[src/rtl/mem_arbiter.sv]
// mem_arbiter: shares one word-addressed memory port between the icache and
// the dcache. Each grant runs IDLE -> BUSY_x -> RESP_x -> IDLE and ends with
// one ack pulse. With MEM_ARB_ROUND_ROBIN_EN defined, ties alternate between
// the two requesters. Without it, dcache always wins a tie.
`timescale 1ns/1ps
module mem_arbiter #(
   parameter int ADDR_W = 32,
   parameter int DATA_W = 32
) (
   input  logic              clk,
   input  logic              reset,
   input  logic              i_req,
   input  logic [ADDR_W-1:0] i_addr,
   output logic              i_ack,
   input  logic              d_req,
   input  logic [ADDR_W-1:0] d_addr,
   input  logic              d_we,
   input  logic [DATA_W-1:0] d_wd,
   output logic              d_ack,
   output logic [DATA_W-1:0] rdata,
   output logic              busy,
   output logic              mem_req,
   output logic [ADDR_W-1:0] mem_addr,
   output logic              mem_we,
   output logic [DATA_W-1:0] mem_wd,
   input  logic [DATA_W-1:0] mem_rd,
   input  logic              mem_ready
);

   typedef enum logic [2:0] {
      IDLE   = 3'd0,
      BUSY_I = 3'd1,
      BUSY_D = 3'd2,
      RESP_I = 3'd3,
      RESP_D = 3'd4
   } state_e;

   state_e            state_q, state_d;
   logic              grant_i, grant_d;
   logic              d_wins;
   logic [ADDR_W-1:0] mem_addr_q;
   logic              mem_we_q;
   logic [DATA_W-1:0] mem_wd_q;
   logic [DATA_W-1:0] rdata_q;

`ifdef MEM_ARB_ROUND_ROBIN_EN
   // last_grant_q: 0 = icache was granted last, 1 = dcache was granted last
   logic last_grant_q;

   // dcache wins when alone, or on a tie when icache was granted last
   assign d_wins = d_req & (~i_req | ~last_grant_q);

   // Remember the most recent winner, tied or not
   always_ff @(posedge clk or posedge reset) begin
      if (reset)        last_grant_q <= 1'b0;
      else if (grant_d) last_grant_q <= 1'b1;
      else if (grant_i) last_grant_q <= 1'b0;
   end
`else
   // Fixed priority: dcache wins every tie
   assign d_wins = d_req;
`endif

   // State register
   // NOTE: sequential state uses non-blocking (<=) so every flop samples pre-edge values.
   always_ff @(posedge clk or posedge reset) begin
      if (reset) state_q <= IDLE;
      else       state_q <= state_d;
   end

   // Next-state and grant decode. Requests are only evaluated in IDLE.
   // NOTE: every always_comb output gets a default first so no latch is inferred.
   always_comb begin
      state_d = state_q;
      grant_i = 1'b0;
      grant_d = 1'b0;
      case (state_q)
         IDLE: begin
            if (d_wins) begin
               grant_d = 1'b1;
               state_d = BUSY_D;
            end else if (i_req) begin
               grant_i = 1'b1;
               state_d = BUSY_I;
            end
         end
         BUSY_I:  if (mem_ready) state_d = RESP_I;
         BUSY_D:  if (mem_ready) state_d = RESP_D;
         RESP_I:  state_d = IDLE;
         RESP_D:  state_d = IDLE;
         default: state_d = IDLE;
      endcase
   end

   // State-decoded outputs. They follow state_q, so reset clears them at once.
   always_comb begin
      i_ack   = (state_q == RESP_I);
      d_ack   = (state_q == RESP_D);
      mem_req = (state_q == BUSY_I) || (state_q == BUSY_D);
      busy    = (state_q != IDLE);
   end

   // Latch the winner's request on grant and capture read data on completion
   always_ff @(posedge clk or posedge reset) begin
      if (reset) begin
         mem_addr_q <= '0;
         mem_we_q   <= 1'b0;
         mem_wd_q   <= '0;
         rdata_q    <= '0;
      end else begin
         if (grant_d) begin
            mem_addr_q <= d_addr;
            mem_we_q   <= d_we;
            mem_wd_q   <= d_wd;
         end else if (grant_i) begin
            mem_addr_q <= i_addr;
            mem_we_q   <= 1'b0;
            mem_wd_q   <= '0;
         end
         // mem_ready is ignored unless a request is outstanding
         if (mem_req && mem_ready) begin
            rdata_q  <= mem_rd;
            mem_we_q <= 1'b0;
         end
      end
   end

   assign mem_addr = mem_addr_q;
   assign mem_we   = mem_we_q;
   assign mem_wd   = mem_wd_q;
   assign rdata    = rdata_q;

endmodule

[config.mk]
export PLATFORM = sky130hd
export DESIGN_NAME = mem_arbiter
export DESIGN_NICKNAME = d
export VERILOG_FILES = /design/src/rtl/mem_arbiter.sv
export SDC_FILE = /design/constraint.sdc
export NUM_CORES = 1
export LEC_CHECK = 0
export ABC_AREA = 1
export CORE_MARGIN = 4
export CORE_UTILIZATION = 40
export DETAILED_ROUTE_END_ITERATION = 12
export PLACE_DENSITY = 0.84
export SLEW_MARGIN = 25
export SYNTH_ARGS = -nofsm -noshare
export SYNTH_HDL_FRONTEND = slang
export SYNTH_SLANG_ARGS = --single-unit
[constraint.sdc]
create_clock -name clk -period 4.9 [get_ports clk]
set_input_delay 0.735 -clock clk [delete_from_list [all_inputs] [get_ports clk]]
set_output_delay 0.735 -clock clk [all_outputs]
set_load 0.02 [all_outputs]
After elaboration in Yosys (flattened, before gate mapping)
Cells that the tools add are included.
{ "totals": {"ff_bits": 100, "out_inout_bits": 101, "elab_cells": 36} }
{ "op_classes": {"eq_ne": 7, "n_mux": 17, "reduce_logical": 7} }
{ "ops": {"columns": ["cell", "n"], "rows": [
  ["$mux W32", 4],
  ["$mux W3", 4],
  ["$pmux W3 S3", 1],
  ["$mux W1", 8],
  ["$eq A3 B2 Y1 const B", 2],
  ["$reduce_bool A3 Y1", 2],
  ["$ne A2 B2 Y1 const B", 2],
  ["$eq A3 B1 Y1 const B", 1],
  ["$eq A3 B3 Y1 const B", 1],
  ["$logic_not A3 Y1", 1],
  ["$ne A3 B3 Y1 const B", 1],
  ["$reduce_and A3 Y1", 1],
  ["$reduce_bool A2 Y1", 1],
  ["$logic_and A1 B1 Y1", 1],
  ["$logic_or A1 B1 Y1", 1]
]} }

Logic depth before layout (Yosys ltp)
Gate-level depths: netlist of the first run.
{ "logic_depth": {"word_depth": 6, "mapped_depth": 7, "mapped_depth_nobuf": 6} }

Least setup slack after synthesis of the first run
Ideal clock, no wire load.
{ "synth_timing": {"path_type": "flip-flop to output port", "from": "register state_q[0]", "to": "output port mem_req", "arrival_ns": 0.993, "slack_ns": 3.172, "path_stages_with_launch": 5, "path_buffers": 1, "cell_sequence": "dfrtp_1 -> nor2_1 -> nand2_1 -> nand2_4 -> buf_2"} }
{ "synth_via": {"elab_chain_cells": 2} }
{ "synth_lines": {"columns": ["item", "line", "rtl"], "rows": [
  ["start, declared", "38", "state_e state_q, state_d;"],
  ["start signal, assigned", "68", "else state_q <= state_d;"],
  ["$eq A3 B1 Y1 / $eq A3 B2 Y1 (equally long branches)", "99", "mem_req = (state_q == BUSY_I) || (state_q == BUSY_D);"],
  ["$logic_or A1 B1 Y1 *", "99", null],
  ["end, declared", "22", "output logic mem_req,"]
]} }
Every way passes the cells marked *; elsewhere a longest branch is shown, timed or not.

Worst setup path after layout of the first run
Ends and elaborated chain as after synthesis.

==> results by group, run 1 <==
Clock tree
  – Clk root buf: clkbuf_8
  – Max Buffers Root-to-Sink: 2
  – PostCTS Resize Cnt: 0
  – CTS Sinks: 100
  – TritonCTS clock tree: built
  – Post-CTS Setup Bufs: 0
  – Hold buffer count at CTS: 0
  – Worst-Skew Late Latency: 350 ps
  – CTS buffer count: 9
  – H-Tree Depth: 3
  – Reg clk slew, reported paths: 90 ps

Synth
  – Post-synth EDFFs: 0
  – Top cells by count, synth: nand2_1, dfrtp_1, nor2_1
  – Async SR Flop Fraction: 100%
  – Avg Cell Area, Syn: 7.67 um2
  – Synth area leaders: dfrtp_1, nand2_1, nor2_1, nand3_1, inv_1
  – Flops & latches, synth: 100
  – Share of the yosys chip area belonging to registers: 56.1%
  – Syn Std Cell Area: 4460 um2
  – Post-synth top area cell: dfrtp_1
  – Post-synth top flop: dfrtp_1
  – Mapped Cells: 582
  – Yosys top cell area share: 56.1%
  – Most common cell in the netlist: nand2_1
  – Post-synthesis cell type count: 16
  – Synth Net Count: 716
  – Yosys warns: 0

Place
  – Post-DP HPWL: 9760 um
  – GP Congestion: 0.897
  – IO Port Bufs: 234

Timing
  – Final slew viol count: 0
  – Slew @ Worst Pin: 744 ps
  – Final Critical Period: 2830 ps
  – Hold Fails Final Rpt: 0
  – Setup_tns: 0 ps
  – Clock Skews: 9.06 ps
  – Tcrit/Tclk final: 57.7%
  – RSZ-0062 raised after global routing: false
  – Endpoints failing setup: 0
  – Max Freq: 354 MHz
  – Hold slack: 475 ps
  – Relative slew slack: 50.3%

Worst setup path
  – Req. time, crit path: 4160 ps
  – Cells on worst reg2reg path: 5
  – CP max FO: 35
  – Crit path kind: reg -> out
  – R2R setup slack: 2570 ps
  – WP data arrival: 2090 ps
  – Setup crit end kind: output pin
  – Critical Path Start Type: register

Detailed routing
  – DR iter-0 viols: 238
  – Wirelength per Cell: 13.9 um
  – DRC errors left: 0
  – Post-route ant nets: 0
  – Via/cell ratio: 4.63
  – Via count: 4371
  – First-pass DRT Iterations: 6
  – Routed wire length: 13200 um

Global route
  – Most used routing layer: met2
  – GRT Overall Usage: 20.2%
  – Initial antenna violation count: 0
  – Largest net degree at the start of global routing: 98
  – First-pass GRT wire length: 21100 um
  – Met1 GRT Util: 24.0%
  – Gr ovfl total: 0
  – Met2 usage: 34.4%
  – Vias in the first global route: 4506
  – Grt met3 use: 5.15%

Floorplanning
  – Chip width: 114 um
  – Core footprint: 10900 um2
  – Starting Density: 41.0%
  – DIE AREA: 12900 um2
  – Top Ports: 235
  – Die Span Y: 114 um
  – Cell Rows: 38

Final layout
  – Layout area overhead: 57.9%
  – Ant diodes: 0
  – Final design utilization: 64.7%
  – Layout Nets: 935
  – Share of cells above drive strength 1: 3.23%

Power and ir drop
  – Max VDD drop: 274 uV
  – Pwr Density: 614 nW/um2
  – Leakage power: 3.64 nW

Status
  – Status: complete, no violations

Min path
  – Min-Delay Path Class: reg -> reg
  – Hold Path Depth: 2

Flow run
  – Number of max-cap violations: 0
[final cells by class]
type / instances / area [um2]
Fill cell: 911 / 3840
Sequential cell: 100 / 2500
Timing Repair Buffer: 237 / 2380
Multi-Input combinational cell: 412 / 1650
Tap cell: 140 / 175
Inverter: 41 / 156
Clock buffer: 12 / 155
Clock inverter: 2 / 35.0
[placed cells by master, fill, tap and decap left out]
| cell type | Yosys | final |
|---|---|---|
| dfrtp_1 | 100 | 100 |
| clkinv_2 | 0 | 1 |
| inv_4 | 0 | 1 |
| nand3_1 | 37 | 37 |
| nand2_1 | 300 | 300 |
| inv_2 | 3 | 3 |
| clkbuf_8 | 0 | 11 |
| inv_1 | 38 | 37 |
| clkdlybuf4s50_1 | 0 | 234 |
| nor2_1 | 66 | 66 |
| bufinv_16 | 0 | 1 |
| clkbuf_1 | 4 | 1 |
| nand4_1 | 2 | 2 |
| nand2_4 | 2 | 2 |
| nor2_4 | 1 | 1 |
| nand3_2 | 3 | 2 |
| nor3_1 | 1 | 1 |
| buf_12 | 0 | 1 |
| buf_4 | 4 | 2 |
| nand3_4 | 0 | 1 |
[metrics by stage]
stage          power [mW]  std cells  cell area, um2  worst slack, ps
6_report             4.33        944            7050             2070
3_5_place_dp         3.83        929            6840             1850
5_1_grt              4.65        944            7050             1920
4_1_cts              4.36        943            7030             2040
2_1_floorplan        2.76        582            4460             1550
3_3_place_gp         3.75        929            6840             1960
[per-layer routing]
metal,wire length (um),vias to the layer above,share of wire (%)
li1,-,2175,-
met4,463,0,3.5
met2,6330,191,48
met5,0,-,0
met3,1060,32,8.0
met1,5300,1973,40
[report_power, final]
| group | switching [mW] | internal (mW) |
|---|---|---|
| sequential | 0.219 | 1.21 |
| clock | 0.257 | 0.258 |
| combinational | 1.37 | 1.02 |
| total | 1.84 | 2.48 |
[state kept, by name, summed over array words and instances, names as in the netlist]
signal and count:
mem_addr 32, mem_wd 32, mem_we 1, rdata 32
state_q 3
[logic make-up after synthesis]
logic type    count (synthesis)  share of synthesized area, %
flops                       100                          56.1
buf+inv                      70                          7.18
simple gates                412                          36.8
[path summary, 6_finish.rpt]
check	start	to
max	state_q[0]	mem_req
min	rdata[0]	rdata[0]
max reg2reg	state_q[0]	mem_wd[7]
min reg2reg	rdata[0]	rdata[0]
max in group asynchronous	reset	mem_wd[28]
min in group asynchronous	reset	mem_wd[16]
[critical path, stage by stage, from the launching register on]
cell and delay, ps:
dfrtp_1 470, nor2_1 130, nand2_1 110, nand2_4 330, clkdlybuf4s50_1 680
No activity file was read; power rests on OpenSTA's default activity.
==> inputs of run 2 (changes only) <==
==> constraint.sdc (replaced) <==
create_clock -name clk -period 2.9 [get_ports clk]
set_input_delay 0.435 -clock clk [delete_from_list [all_inputs] [get_ports clk]]
set_output_delay 0.435 -clock clk [all_outputs]
set_load 0.02 [all_outputs]
==> results by group, run 2 (synthesis results as in run 1) <==
Place
  – GP Congestion: 0.908
  – IO Port Bufs: 234
  – Post-DP HPWL: 9580 um

Worst setup path
  – Worst R2R Start: state_q[0]
  – WP data arrival: 2130 ps
  – Slowest stage cell, crit path: clkdlybuf4s50_1
  – Req. time, crit path: 2470 ps
  – CP max FO: 35
  – Critical Path Start Type: register
  – Setup crit end kind: output pin
  – Cell family with most CP delay: buffers and inverters
  – Worst R2R End: rdata[19]
  – Critical Path Max Stage Delay: 690 ps
  – Crit-path cells: nor2_1 -> nand2_1 -> nand2_4 -> clkdlybuf4s50_1
  – Crit path kind: reg -> out
  – Worst Path Buf+Inv: 1
  – Cells on worst reg2reg path: 6
  – R2R setup slack: 1190 ps

Global route
  – Gr ovfl total: 0
  – Most used routing layer: met2
  – Initial antenna violation count: 0
  – Grt met3 use: 5.62%
  – Vias in the first global route: 4477
  – GRT Overall Usage: 19.9%
  – Largest net degree at the start of global routing: 98
  – Met2 usage: 34.6%
  – First-pass GRT wire length: 20800 um
  – Met1 GRT Util: 23.4%

Detailed routing
  – Via/cell ratio: 4.61
  – First-pass DRT Iterations: 4
  – DR iter-0 viols: 275
  – Via count: 4376
  – Post-route ant nets: 0
  – DRC errors left: 0
  – Wirelength per Cell: 13.5 um
  – Routed wire length: 12800 um

Power and ir drop
  – Pwr Density: 1020 nW/um2
  – Leakage power: 3.65 nW
  – Max VDD drop: 543 uV

Timing
  – Relative slew slack: 64.2%
  – Final slew viol count: 0
  – Hold slack: 480 ps
  – Setup_tns: 0 ps
  – Max Freq: 390 MHz
  – Clock Skews: 7.51 ps
  – Tcrit/Tclk final: 88.5%
  – Hold Fails Final Rpt: 0
  – Final Critical Period: 2570 ps
  – RSZ-0062 raised after global routing: false
  – Endpoints failing setup: 0
  – Slew @ Worst Pin: 536 ps

Final layout
  – FILL cells: 929
  – Share of cells above drive strength 1: 3.96%
  – Commonest non-fill, non-tap cell in the layout: nand2_1
  – Ant diodes: 0
  – Layout Nets: 938
  – Multi-input gate area: 1650 um2
  – Commonest cells after routing, fill and taps aside: nand2_1, clkdlybuf4s50_1, dfrtp_1
  – Layout area overhead: 58.7%
  – FF/Latch Area: 2500 um2

Floorplanning
  – Cell Rows: 38
  – Core footprint: 10900 um2
  – DIE AREA: 12900 um2
  – Chip width: 114 um
  – Starting Density: 41.0%
  – Die Span Y: 114 um
  – Top Ports: 235

Clock tree
  – Post-CTS Setup Bufs: 0
  – CTS Sinks: 100
  – CTS buffer count: 9
  – Clk root buf: clkbuf_8
  – Max Buffers Root-to-Sink: 2
  – Worst-Skew Late Latency: 350 ps
  – PostCTS Resize Cnt: 0
  – Reg clk slew, reported paths: 100 ps
  – Hold buffer count at CTS: 0
  – TritonCTS clock tree: built
  – H-Tree Depth: 3

Min path
  – Hold Path Depth: 2
  – Hold path startpoint: rdata[29]
  – Min-Delay Path Class: reg -> reg
  – Worst Hold Endpoint: rdata[29]

Flow run
  – Number of max-cap violations: 0

Status
  – Status: complete, no violations
run 2: layout make-up:
| type | count | share of cell area [%] |
|---|---|---|
| Tap cell | 140 | 2.47 |
| Clock inverter | 7 | 0.724 |
| Timing Repair Buffer | 240 | 34.2 |
| Inverter | 41 | 2.23 |
| Clock buffer | 9 | 1.75 |
| Sequential cell | 100 | 35.3 |
| Multi-Input combinational cell | 412 | 23.3 |
run 2: worst max path at each step:
stage,from,end,slack (ps),depth (start not counted)
3_3_place_gp,state_q[0],mem_req,790,4
2_1_floorplan,reset,mem_addr[0],1280,1
5_1_grt,state_q[0],mem_req,160,4
4_1_cts,state_q[0],mem_req,310,4
6_report,state_q[0],mem_req,330,4
3_5_place_dp,state_q[0],mem_req,730,4
run 2: metal layers:
metal  wire [um]  up-vias  part of all wire [%]
li1            -     2182                     -
met1        5090     1996                    40
met2        6460      175                    50
met3        1010       23                   7.8
met4         287        0                   2.2
met5           0        -                     0
run 2: per-stage QoR:
step           power, mW  setup WS, ps  utilization, %  std cells  area, um2
6_report            7.25           334            65.1        949       7080
5_1_grt             7.78           162            65.1        949       7080
4_1_cts             7.33           313            65.1        949       7080
3_5_place_dp        6.51           732            63.4        933       6910
3_3_place_gp        6.39           790            63.4        933       6910
2_1_floorplan       4.67          1280               -        582       4470
run 2: power breakdown:
part	switching (mW)	internal [mW]	leakage, nW
sequential	0.363	2.04	1.26
combinational	2.30	1.73	2.31
clock	0.495	0.318	0.0913
total	3.16	4.09	3.65
run 2: tightest hold or removal path: cells and delay by family (launching register included):
family           cells  cell delay, ps
and+or+nand+nor      2             100
DFF                  1             360
==> inputs of run 3 (changes only) <==
--- a/config.mk
+++ b/config.mk
@@ -6,7 +6,7 @@
 export NUM_CORES = 1
 export LEC_CHECK = 0
 export ABC_AREA = 1
-export CORE_MARGIN = 4
+export CORE_MARGIN = 8
 export CORE_UTILIZATION = 40
 export DETAILED_ROUTE_END_ITERATION = 12
 export PLACE_DENSITY = 0.84
==> results by group, run 3 (synthesis results as in run 1) <==
Place
  – Placed Area: 6920 um2
  – GP Congestion: 0.791
  – Place WS: 919 ps
  – IO Port Bufs: 234
  – Post-DP HPWL: 10800 um

Worst setup path
  – R2R setup slack: 1160 ps
  – Crit path kind: reg -> out
  – Setup crit end kind: output pin
  – Worst R2R Start: state_q[2]
  – Worst R2R End: rdata[5]
  – CP max FO: 8
  – Critical Path Start Type: register
  – WP data arrival: 1780 ps
  – Cells on worst reg2reg path: 7
  – Slowest stage cell, crit path: clkdlybuf4s50_1
  – Critical Path Max Stage Delay: 630 ps
  – Req. time, crit path: 2470 ps
  – Crit-path cells: inv_2 -> nand3_2 -> nand2_4 -> clkdlybuf4s50_1

Clock tree
  – Post-CTS Setup Bufs: 0
  – Worst-Skew Late Latency: 340 ps
  – Hold buffer count at CTS: 0
  – Reg clk slew, reported paths: 90 ps
  – PostCTS Resize Cnt: 0
  – TritonCTS clock tree: built
  – H-Tree Depth: 3
  – Clk root buf: clkbuf_8
  – Max Buffers Root-to-Sink: 2
  – CTS buffer count: 9
  – CTS Sinks: 100

Final layout
  – Layout area overhead: 58.7%
  – FILL cells: 905
  – Commonest cells after routing, fill and taps aside: nand2_1, clkdlybuf4s50_1, dfrtp_1
  – Share of cells above drive strength 1: 3.83%
  – Layout Nets: 939
  – Post-route cell area: 7080 um2
  – Ant diodes: 0
  – Final design utilization: 65.1%
  – Commonest non-fill, non-tap cell in the layout: nand2_1

Flow run
  – Number of max-cap violations: 0

Detailed routing
  – DRC errors left: 0
  – Wirelength per Cell: 14.8 um
  – Routed wire length: 14100 um
  – Via/cell ratio: 4.65
  – Via count: 4422
  – DR iter-0 viols: 262
  – Post-route ant nets: 0
  – First-pass DRT Iterations: 6

Timing
  – Final Critical Period: 2220 ps
  – Fin worst setup slack: 682 ps
  – Hold Fails Final Rpt: 0
  – Max Freq: 451 MHz
  – Relative slew slack: 50.3%
  – Tcrit/Tclk final: 76.5%
  – Endpoints failing setup: 0
  – Clock Skews: 10.3 ps
  – RSZ-0062 raised after global routing: false
  – Setup_tns: 0 ps
  – Final slew viol count: 0
  – Slew @ Worst Pin: 744 ps

Power and ir drop
  – Comb pwr share: 56.2%
  – Pwr Density: 1020 nW/um2
  – Cell internal pwr: 4.10 mW
  – Sw Ratio: 43.5%
  – Sequential power share: 33.0%
  – Max VDD drop: 582 uV
  – Leakage power: 3.66 nW
  – Switching power: 3.16 mW
  – Clk pwr share: 10.8%

Min path
  – Hold Path Depth: 2
  – Hold path startpoint: rdata[9]
  – Min-Delay Path Class: reg -> reg
  – Worst Hold Endpoint: rdata[9]

Global route
  – Vias in the first global route: 4586
  – Largest net degree at the start of global routing: 76
  – Initial antenna violation count: 0
  – GRT Overall Usage: 18.5%
  – First-pass GRT wire length: 22200 um
  – Gr ovfl total: 0

Floorplanning
  – DIE AREA: 14800 um2
  – Starting Density: 41.0%
  – Top Ports: 235
  – Die Span Y: 122 um
  – Cell Rows: 38
  – Chip width: 122 um
  – Core footprint: 10900 um2

Status
  – Status: complete, no violations
## run 3: cell type report
type	count	area (um2)	area share [%]
clock buffer	11	131	1.85
multi-input combinational	412	1650	23.3
sequential	100	2500	35.3
timing repair buffer	241	2430	34.3
inverter	41	158	2.23
clock inverter	5	36.3	0.512
tap	140	175	2.47
## run 3: per-layer routing
| layer | routed length [um] | vias to the layer above | global-route usage, % |
|---|---|---|---|
| li1 | - | 2179 | - |
| met1 | 5600 | 2034 | 21.0 |
| met2 | 6820 | 186 | 31.7 |
| met3 | 1330 | 23 | 6.15 |
| met4 | 309 | 0 | 7.17 |
| met5 | 0 | - | 0 |
## run 3: power groups by stage
stage	sequential, mW	clock (mW)	combinational, mW
2_1_floorplan	3.14	0	1.52
3_3_place_gp	2.39	0	4.02
3_5_place_dp	2.42	0	4.13
4_1_cts	2.40	0.823	4.14
5_1_grt	2.47	0.877	4.46
6_report	2.40	0.784	4.08
## run 3: how the worst max path moves through the flow
stage,start,slack (ps),cells after the start,endpoint
6_report,state_q[2],680,4,mem_req
5_1_grt,state_q[0],600,4,mem_req
4_1_cts,state_q[2],650,4,mem_req
3_5_place_dp,d_req,920,8,mem_addr[7]
3_3_place_gp,d_req,980,8,mem_addr[3]
2_1_floorplan,reset,1280,1,mem_addr[0]
## run 3: through the flow
| stage | cells | total power [mW] | hold WS [ps] |
|---|---|---|---|
| 2_1_floorplan | 582 | 4.67 | 545 |
| 5_1_grt | 950 | 7.80 | 505 |
| 6_report | 950 | 7.26 | 480 |
| 4_1_cts | 950 | 7.36 | 487 |
| 3_5_place_dp | 934 | 6.54 | 462 |
| 3_3_place_gp | 934 | 6.41 | 454 |
## run 3: critical path: cells and delay by family (launching register included)
family,cells,cell delay (ps)
buf+inv,2,800
flops,1,410
simple gates,2,230
